==> src/rtl/alu_count_zeros_pipe.sv <==
// alu_count_zeros_pipe: two-stage pipelined bit-count unit for the integer ALU.
// Handles CLZ/CTZ and their word forms CLZW/CTZW. When ALU_COUNT_ZEROS_CPOP_EN
// is defined it also handles CPOP/CPOPW. Without the macro, op=2 returns 0 like
// the reserved op.
//   S1: conditions the operand (bit reversal, word masking) and encodes each
//       BLOCK_W-bit block into an all-zero flag plus a first-set-bit index.
//   S2: priority-combines the block codes into the final zero-extended count.
// Valid/ready on both sides, flush, and a pass-through tag.
module alu_count_zeros_pipe #(
    parameter int XLEN    = 64,
    parameter int BLOCK_W = 8,
    parameter int TAG_W   = 8
) (
    input  logic             clk_i,
    input  logic             rstn_i,
    input  logic             flush_i,
    input  logic             valid_i,
    output logic             ready_o,
    input  logic [1:0]       op_i,
    input  logic             word_i,
    input  logic [XLEN-1:0]  data_i,
    input  logic [TAG_W-1:0] tag_i,
    output logic             valid_o,
    input  logic             ready_i,
    output logic [XLEN-1:0]  result_o,
    output logic [TAG_W-1:0] tag_o
);

    localparam int NBLK  = XLEN / BLOCK_W;
    localparam int WBLK  = 32 / BLOCK_W;
    localparam int IDX_W = (BLOCK_W > 1) ? $clog2(BLOCK_W) : 1;
    localparam int CNT_W = $clog2(XLEN) + 1;
`ifdef ALU_COUNT_ZEROS_CPOP_EN
    localparam int PC_W  = $clog2(BLOCK_W) + 1;
`endif

    typedef enum logic [1:0] {
        OP_CLZ  = 2'd0,
        OP_CTZ  = 2'd1,
        OP_CPOP = 2'd2,
        OP_RSVD = 2'd3
    } op_e;

    // ------------------------------------------------------------------
    // Handshake
    // ------------------------------------------------------------------
    logic s1_valid_q, s1_valid_d;
    logic s2_valid_q, s2_valid_d;
    logic s1_load, s2_load;

    // S1 drains into S2 whenever S2 is empty or is being emptied this cycle.
    assign s2_load = s1_valid_q & (~s2_valid_q | ready_i);
    // Flush does not gate ready_o; it only blocks the capture.
    assign ready_o = ~s1_valid_q | s2_load;
    assign s1_load = valid_i & ready_o;
    assign valid_o = s2_valid_q;

    // ------------------------------------------------------------------
    // Stage 1: operand conditioning and per-block encoding
    // ------------------------------------------------------------------
    logic [XLEN-1:0] cond;

    // Bit-reverse for CLZ so every search runs upward from bit 0.
    // Word mode uses only [31:0] and leaves the upper blocks zero.
    always_comb begin
        // NOTE: assign a default first so every path drives the signal and no latch is inferred.
        cond = '0;
        if (word_i) begin
            for (int i = 0; i < 32; i++) begin
                cond[i] = (op_i == OP_CLZ) ? data_i[31-i] : data_i[i];
            end
        end else begin
            for (int i = 0; i < XLEN; i++) begin
                cond[i] = (op_i == OP_CLZ) ? data_i[XLEN-1-i] : data_i[i];
            end
        end
    end

    logic [NBLK-1:0]            blk_zero;
    logic [NBLK-1:0][IDX_W-1:0] blk_idx;

    // For each block: an all-zero flag and the index of its lowest set bit.
    always_comb begin
        for (int b = 0; b < NBLK; b++) begin
            blk_zero[b] = ~|cond[b*BLOCK_W +: BLOCK_W];
            blk_idx[b]  = '0;
            for (int j = BLOCK_W - 1; j >= 0; j--) begin
                if (cond[b*BLOCK_W + j]) blk_idx[b] = IDX_W'(j);
            end
        end
    end

`ifdef ALU_COUNT_ZEROS_CPOP_EN
    logic [NBLK-1:0][PC_W-1:0] blk_pop;

    // Per-block population count. Bit reversal and word masking do not
    // change the number of set bits, so the conditioned operand is used.
    always_comb begin
        for (int b = 0; b < NBLK; b++) begin
            blk_pop[b] = '0;
            for (int j = 0; j < BLOCK_W; j++) begin
                blk_pop[b] = blk_pop[b] + PC_W'(cond[b*BLOCK_W + j]);
            end
        end
    end
`endif

    // S1 payload registers
    logic [NBLK-1:0]            s1_zero_q;
    logic [NBLK-1:0][IDX_W-1:0] s1_idx_q;
    op_e                        s1_op_q;
    logic                       s1_word_q;
    logic [TAG_W-1:0]           s1_tag_q;
`ifdef ALU_COUNT_ZEROS_CPOP_EN
    logic [NBLK-1:0][PC_W-1:0]  s1_pop_q;
`endif

    // Capture the block codes of an accepted op.
    // NOTE: payload has no reset; s1_valid_q qualifies it, so stale contents are never observed.
    always_ff @(posedge clk_i) begin
        if (s1_load) begin
            s1_zero_q <= blk_zero;
            s1_idx_q  <= blk_idx;
            s1_op_q   <= op_e'(op_i);
            s1_word_q <= word_i;
            s1_tag_q  <= tag_i;
`ifdef ALU_COUNT_ZEROS_CPOP_EN
            s1_pop_q  <= blk_pop;
`endif
        end
    end

    // ------------------------------------------------------------------
    // Stage 2: combine block codes into the count
    // ------------------------------------------------------------------
    logic [CNT_W-1:0] cnt_d;
    logic [XLEN-1:0]  result_d;
`ifdef ALU_COUNT_ZEROS_CPOP_EN
    logic [CNT_W-1:0] pop_d;
`endif

    // Count = lowest non-zero block * BLOCK_W + its first-one index.
    // If no block is set, the count is the searched width.
    always_comb begin
        cnt_d = s1_word_q ? CNT_W'(32) : CNT_W'(XLEN);
        for (int b = NBLK - 1; b >= 0; b--) begin
            if ((!s1_word_q || b < WBLK) && !s1_zero_q[b]) begin
                cnt_d = CNT_W'(b * BLOCK_W) + CNT_W'(s1_idx_q[b]);
            end
        end
    end

`ifdef ALU_COUNT_ZEROS_CPOP_EN
    // Sum of the per-block popcounts. Upper blocks are already zero in word mode.
    always_comb begin
        pop_d = '0;
        for (int b = 0; b < NBLK; b++) begin
            pop_d = pop_d + CNT_W'(s1_pop_q[b]);
        end
    end
`endif

    // Select the result by op. Reserved ops yield zero.
    always_comb begin
        case (s1_op_q)
            OP_CLZ, OP_CTZ: result_d = XLEN'(cnt_d);
`ifdef ALU_COUNT_ZEROS_CPOP_EN
            OP_CPOP:        result_d = XLEN'(pop_d);
`endif
            default:        result_d = '0;
        endcase
    end

    // ------------------------------------------------------------------
    // Valid bookkeeping: flush beats loads, reset clears everything
    // ------------------------------------------------------------------
    always_comb begin
        s1_valid_d = s1_valid_q;
        s2_valid_d = s2_valid_q;
        if (flush_i) begin
            s1_valid_d = 1'b0;
            s2_valid_d = 1'b0;
        end else begin
            if (s1_load)      s1_valid_d = 1'b1;
            else if (s2_load) s1_valid_d = 1'b0;
            if (s2_load)      s2_valid_d = 1'b1;
            else if (ready_i) s2_valid_d = 1'b0;
        end
    end

    // Pipeline valid flags
    always_ff @(posedge clk_i or negedge rstn_i) begin
        if (!rstn_i) begin
            // NOTE: sequential state uses non-blocking assignments so all registers update together.
            s1_valid_q <= 1'b0;
            s2_valid_q <= 1'b0;
        end else begin
            s1_valid_q <= s1_valid_d;
            s2_valid_q <= s2_valid_d;
        end
    end

    // S2 output registers. They hold while the result is stalled.
    always_ff @(posedge clk_i or negedge rstn_i) begin
        if (!rstn_i) begin
            result_o <= '0;
            tag_o    <= '0;
        end else if (s2_load) begin
            result_o <= result_d;
            tag_o    <= s1_tag_q;
        end
    end

endmodule
==> config.mk <==
export PLATFORM = sky130hd
export DESIGN_NAME = alu_count_zeros_pipe
export DESIGN_NICKNAME = d
export VERILOG_FILES = /design/src/rtl/alu_count_zeros_pipe.sv
export SDC_FILE = /design/constraint.sdc
export NUM_CORES = 1
export LEC_CHECK = 0
export BUFFER_PORTS_ARGS = -buffer_cell sky130_fd_sc_hd__buf_2
export CAP_MARGIN = 15
export CORE_MARGIN = 1
export CORE_UTILIZATION = 52
export CTS_CLUSTER_DIAMETER = 200
export DETAILED_ROUTE_END_ITERATION = 8
export HOLD_SLACK_MARGIN = 0.12
export PLACE_DENSITY = 0.82
export SLEW_MARGIN = 20
export SYNTH_ARGS = -nofsm -noshare
export SYNTH_HDL_FRONTEND = slang
export SYNTH_SLANG_ARGS = --single-unit
==> constraint.sdc <==
create_clock -name clk_i -period 2.7 [get_ports clk_i]
set_input_delay 0.135 -clock clk_i [delete_from_list [all_inputs] [get_ports clk_i]]
set_output_delay 0.135 -clock clk_i [all_outputs]
set_load 0.005 [all_outputs]
==> After elaboration in Yosys (flattened, before gate mapping) <==
Cells that the tools add are included.
{ "word_totals": {"regBits": 117, "out_inout_bits": 74} }
{ "op_classes": {"add_sub_neg": 7, "n_eq_ne": 1, "n_mux": 170, "n_bitwise": 6, "n_reduce_logical": 46} }
{ "ops": {"columns": ["operator", "n"], "rows": [
  ["two-way mux 1 bit", 110],
  ["two-way mux 3 bit", 32],
  ["two-way mux 7 bit", 10],
  ["two-way mux 32 bit", 2],
  ["OR reduction 8 bit", 8],
  ["two-way mux 2 bit", 16],
  ["OR reduction 4 bit", 8],
  ["adder 6 x 3 -> 7 bit, first input constant", 4],
  ["OR reduction 2 bit", 9],
  ["logical NOT 1 bit", 13],
  ["adder 5 x 3 -> 6 bit, first input constant", 2],
  ["nonzero test 3 bit", 2],
  ["adder 4 x 3 -> 5 bit, first input constant", 1],
  ["logical AND 1 bit", 4],
  ["logical NOT 2 bit", 2],
  ["bitwise AND 1 bit", 2],
  ["== test 2 x 1 -> 1 bit, second input constant", 1],
  ["inverter 1 bit", 2],
  ["bitwise OR 1 bit", 2]
]} }

==> Logic depth before layout (Yosys ltp) <==
{ "logic_depth": {"ltp_word": 11, "mapped_depth": 8, "ltp_nobuf": 5} }

==> Least setup slack after synthesis <==
OpenSTA, ideal clock, no wires.
{ "synth_path": {"kind": "register -> register", "from": "register s2_valid_q (netlist: valid_o)", "to": "register s1_idx_q[0] (netlist bit), enable pin", "setup_time_ps": 403, "arrival_time_ps": 1647, "slack_ps": 650, "path_stages_with_launch": 4, "path_buffers": 0, "path_cell_list": "dfrtp_1 nor2b_1 nand2_1 and2_1"} }
{ "synth_between": {"elab_chain_len": 5} }
{ "synth_lines": {"columns": ["item", "line", "text"], "rows": [
  ["start, declared", "48", "logic s2_valid_q, s2_valid_d;"],
  ["start signal, assigned", "199", "s2_valid_q <= s2_valid_d;"],
  ["inverter 1 bit", "52", "assign s2_load = s1_valid_q & (~s2_valid_q | ready_i);"],
  ["bitwise OR 1 bit", "52", null],
  ["bitwise AND 1 bit", "52", null],
  ["bitwise OR 1 bit", "54", "assign ready_o = ~s1_valid_q | s2_load;"],
  ["named net ready_o", "18", "output logic ready_o,"],
  ["bitwise AND 1 bit", "55", "assign s1_load = valid_i & ready_o;"],
  ["named net s1_load", "49", "logic s1_load, s2_load;"],
  ["end signal, assigned", "123", "s1_idx_q <= blk_idx;"],
  ["end, declared", "110", "logic [NBLK-1:0][IDX_W-1:0] s1_idx_q;"]
]} }
The timed path passes the listed nets, and every way through them passes these cells.
A chain may end at the register's enable or synchronous reset.

==> Final worst setup path <==
{ "layout_path": {"from": "input ready_i", "to": "register tag_o[2]"} }
{ "layout_between": {"elab_chain_len": 2} }
{ "layout_lines": {"columns": ["item", "line", "text"], "rows": [
  ["start, declared", "24", "input logic ready_i,"],
  ["bitwise OR 1 bit", "52", null],
  ["bitwise AND 1 bit", "52", null],
  ["end signal, assigned", "210", "tag_o <= s1_tag_q;"],
  ["end, declared", "26", "output logic [TAG_W-1:0] tag_o"]
]} }
No other way between the ends.

==> out/metrics.csv <==
metric,value,unit
status,"complete, no violations",
period utilization,71.9,%
Critical Path AT,2.16,ns
Max stage delay on crit path,0.72,ns
Synth-to-Final Area Change,13.1,%
fraction of layout cells with a size suffix above 1,26.4,%
async set-or-reset flop fraction in the synthesized netlist,28.8,%
number of enable flip-flop cells after synthesis,42,
Die Y,96.5,um
largest net degree at the start of global routing,57,
DR iter-0 viols,210,
RSZ-0062 raised after global routing,no,
Placer Congestion,0.912,
chip width,96.5,um
fillers,749,
H-tree depth,3,
largest cells by area after synthesis,"edfxtp_1, buf_4, dfrtp_1",
Diodes inserted,0,
syn avg cell area,9.32,um^2
vias in the first global route,3787,
Vias/cell,5.51,
final hold vios,0,
CP max stage cell,nand2b_1,
Adder-Cell Fraction of Synth Area,0,%
fmax,515,MHz
CTS Buf Count,9,
cell taking the most area after synthesis,edfxtp_1,
DIE AREA,0.00932,mm^2
Post-synth top flop,edfxtp_1,
Leak,2.26,nW
first-pass GRT wire length,18800,um
Core Box Area,0.00868,mm^2
Crit Path Category,in -> reg,
routed len/inst,17.1,um
Port Buffers,96,
TNS Setup,0,ns
VDD IR max,0.000232,V
post-synth top area share,27.1,%
Post-Layout Cell Count,713,
Post-CTS Hold Buffers,12,
Clock Skews,0.00752,ns
Tmin final,1.94,ns
total track usage,27.3,%
Slew Limit Headroom,41.3,%
CP max FO,22,
yosys warns,0,
Pwr Density,479,mW/mm^2
final WL,12200,um
Setup Buffers After CTS,0,
Routed Antenna Nets,0,
Ports,154,
Layout Nets,680,
Slew Limit Fails,0,
Max-Cap Viols,0,
register area share after synthesis,36.3,%
#FFs+latches synth,59,
CTS root buf,clkbuf_8,
Worst-Skew Late Latency,0.34,ns
Syn Inst Count,499,
Simple-Gate Fraction of Synth Area,18.5,%
CP Capture Type,register,
post-synthesis compound-gate area fraction,15.4,%
Post-Synth XOR/XNOR Area,0,%
critical path data required time,2.92,ns
mux contribution to synthesized area,15.5,%
GRT overflow,0,
largest family of logic cells by synthesized area,simple AND/OR/NAND/NOR gates,
DRC viols,0,
antenna violations before repair,1,
crit-path cells,dlygate4sd3_1 > buf_2 > nor2b_1 > nand2b_1 > mux2_2,
CTS sink count,59,
Core Rows,34,
synth unique cells,45,
startpoint types,input port,
Netlist Area Pre-Place,0.00465,mm^2
hpwl dp,9410,um
TritonCTS clock tree,yes,
Max clock buf depth,2,
Worst-path clk slew,0.07,ns
Slew @ Worst Pin,0.880,ns
PostCTS Resize Cnt,0,
first drt pass iteration count,5,
Inst Count DP,685,
Final setup viols,0,
Initial Utilization,53.6,%
via count,3931,
worst min path class,in -> reg,
## where the power goes
part / switching, mW / internal, mW
sequential: 0.0423 / 1.07
clock: 0.351 / 0.446
combinational: 0.343 / 0.269
## through the flow
step	util, %	area, um^2	setup slack, ns	power, mW	hold WS [ns]
after floorplan	-	4860	0.650	1.57	-0.161
after global placement	57.0	4940	0.604	1.70	0.0680
after detailed placement	57.0	4940	0.591	1.72	0.0763
after CTS	60.6	5260	0.777	2.52	0.215
after global routing	60.6	5260	0.596	2.65	0.235
final	60.6	5260	0.758	2.52	0.224
## layout by cell type (no fill, tap or decap), types with 6 or more instances in the layout
cell            n
or3b_1          8
edfxtp_1       42
o21ai_0        13
mux2i_1        37
mux2_2         21
inv_1          10
nor2b_1        13
a21oi_1        46
nor3_1         11
dfrtp_1        17
o211ai_1        8
nand2b_1        7
a31oi_1         9
buf_4           7
clkbuf_8       10
nor3b_1         6
conb_1         57
nor2_1         33
nand2_1        62
nand3_1         9
buf_2          96
dlygate4sd3_1  12
## cells by family after synthesis
| group | Yosys count |
|---|---|
| buffers and inverters | 93 |
| and+or+nand+nor | 171 |
| AOI/OAI and AO/OA | 111 |
| DFF | 59 |
| other | 1 |
| muxes | 64 |
## layer usage
layer | share of wire, % | up-vias | track usage [%]
met4 | 4.0 | 2 | 13.4
met2 | 49 | 165 | 48.4
met3 | 7.1 | 36 | 6.89
li1 | - | 1883 | -
met5 | 0.082 | - | 0
met1 | 40 | 1845 | 30.4
## worst paths after layout
path | from | endpoint | slack, ns | cells after the start
max reg2reg | valid_o$_DFFE_PN0P_ | tag_o[2]$_DFFE_PN0P_ | 0.84 | 3
max | ready_i | tag_o[2]$_DFFE_PN0P_ | 0.76 | 5
min reg2reg | result_o[5]$_DFFE_PN0P_ | result_o[5]$_DFFE_PN0P_ | 0.48 | 1
max in group asynchronous | rstn_i | tag_o[1]$_DFFE_PN0P_ | 2.16 | 2
min in group asynchronous | rstn_i | result_o[3]$_DFFE_PN0P_ | 0.27 | 2
min | op_i[1] | s1_op_q[1]$_DFFE_PP_ | 0.22 | 1
## flip-flops by register name, indices dropped and copies added, names as in the netlist
signal / count
s1_word_q: 1
s1_zero_q: 8
s1_valid_q: 1
tag_o: 8
s1_idx_q: 24
valid_o: 1
s1_op_q: 1
result_o: 7
s1_tag_q: 8
## Yosys cell counts (5+ instances only)
| master | instances |
|---|---|
| clkbuf_1 | 8 |
| buf_2 | 8 |
| buf_4 | 57 |
| and2_1 | 5 |
| nand3_1 | 9 |
| dfrtp_1 | 17 |
| nor3_1 | 11 |
| o211ai_1 | 8 |
| mux2i_1 | 37 |
| buf_6 | 8 |
| nor2b_1 | 13 |
| nor2_1 | 33 |
| inv_1 | 10 |
| a31oi_1 | 9 |
| nor3b_1 | 6 |
| o21ai_0 | 13 |
| edfxtp_1 | 42 |
| nand2b_1 | 7 |
| nand2_1 | 62 |
| or3b_1 | 8 |
| a21oi_1 | 46 |
| mux2_2 | 21 |
## worst max-delay path: cells and delay by family
kind	cells	cell delay [ns]
and+or+nand+nor	2	0.93
buffers and inverters	2	0.67
muxes	1	0.42
## cell type report
class | count | area [um^2] | share of cell area, %
repair buffers | 117 | 693 | 13.2
multi-input cells | 403 | 2510 | 47.8
clock buffers | 11 | 141 | 2.69
flip-flops and latches | 59 | 1690 | 32.1
inverters | 10 | 37.5 | 0.714
clock inverters | 5 | 52.6 | 0.999
well taps | 108 | 135 | 2.57
No activity file was read; power rests on OpenSTA's default activity.
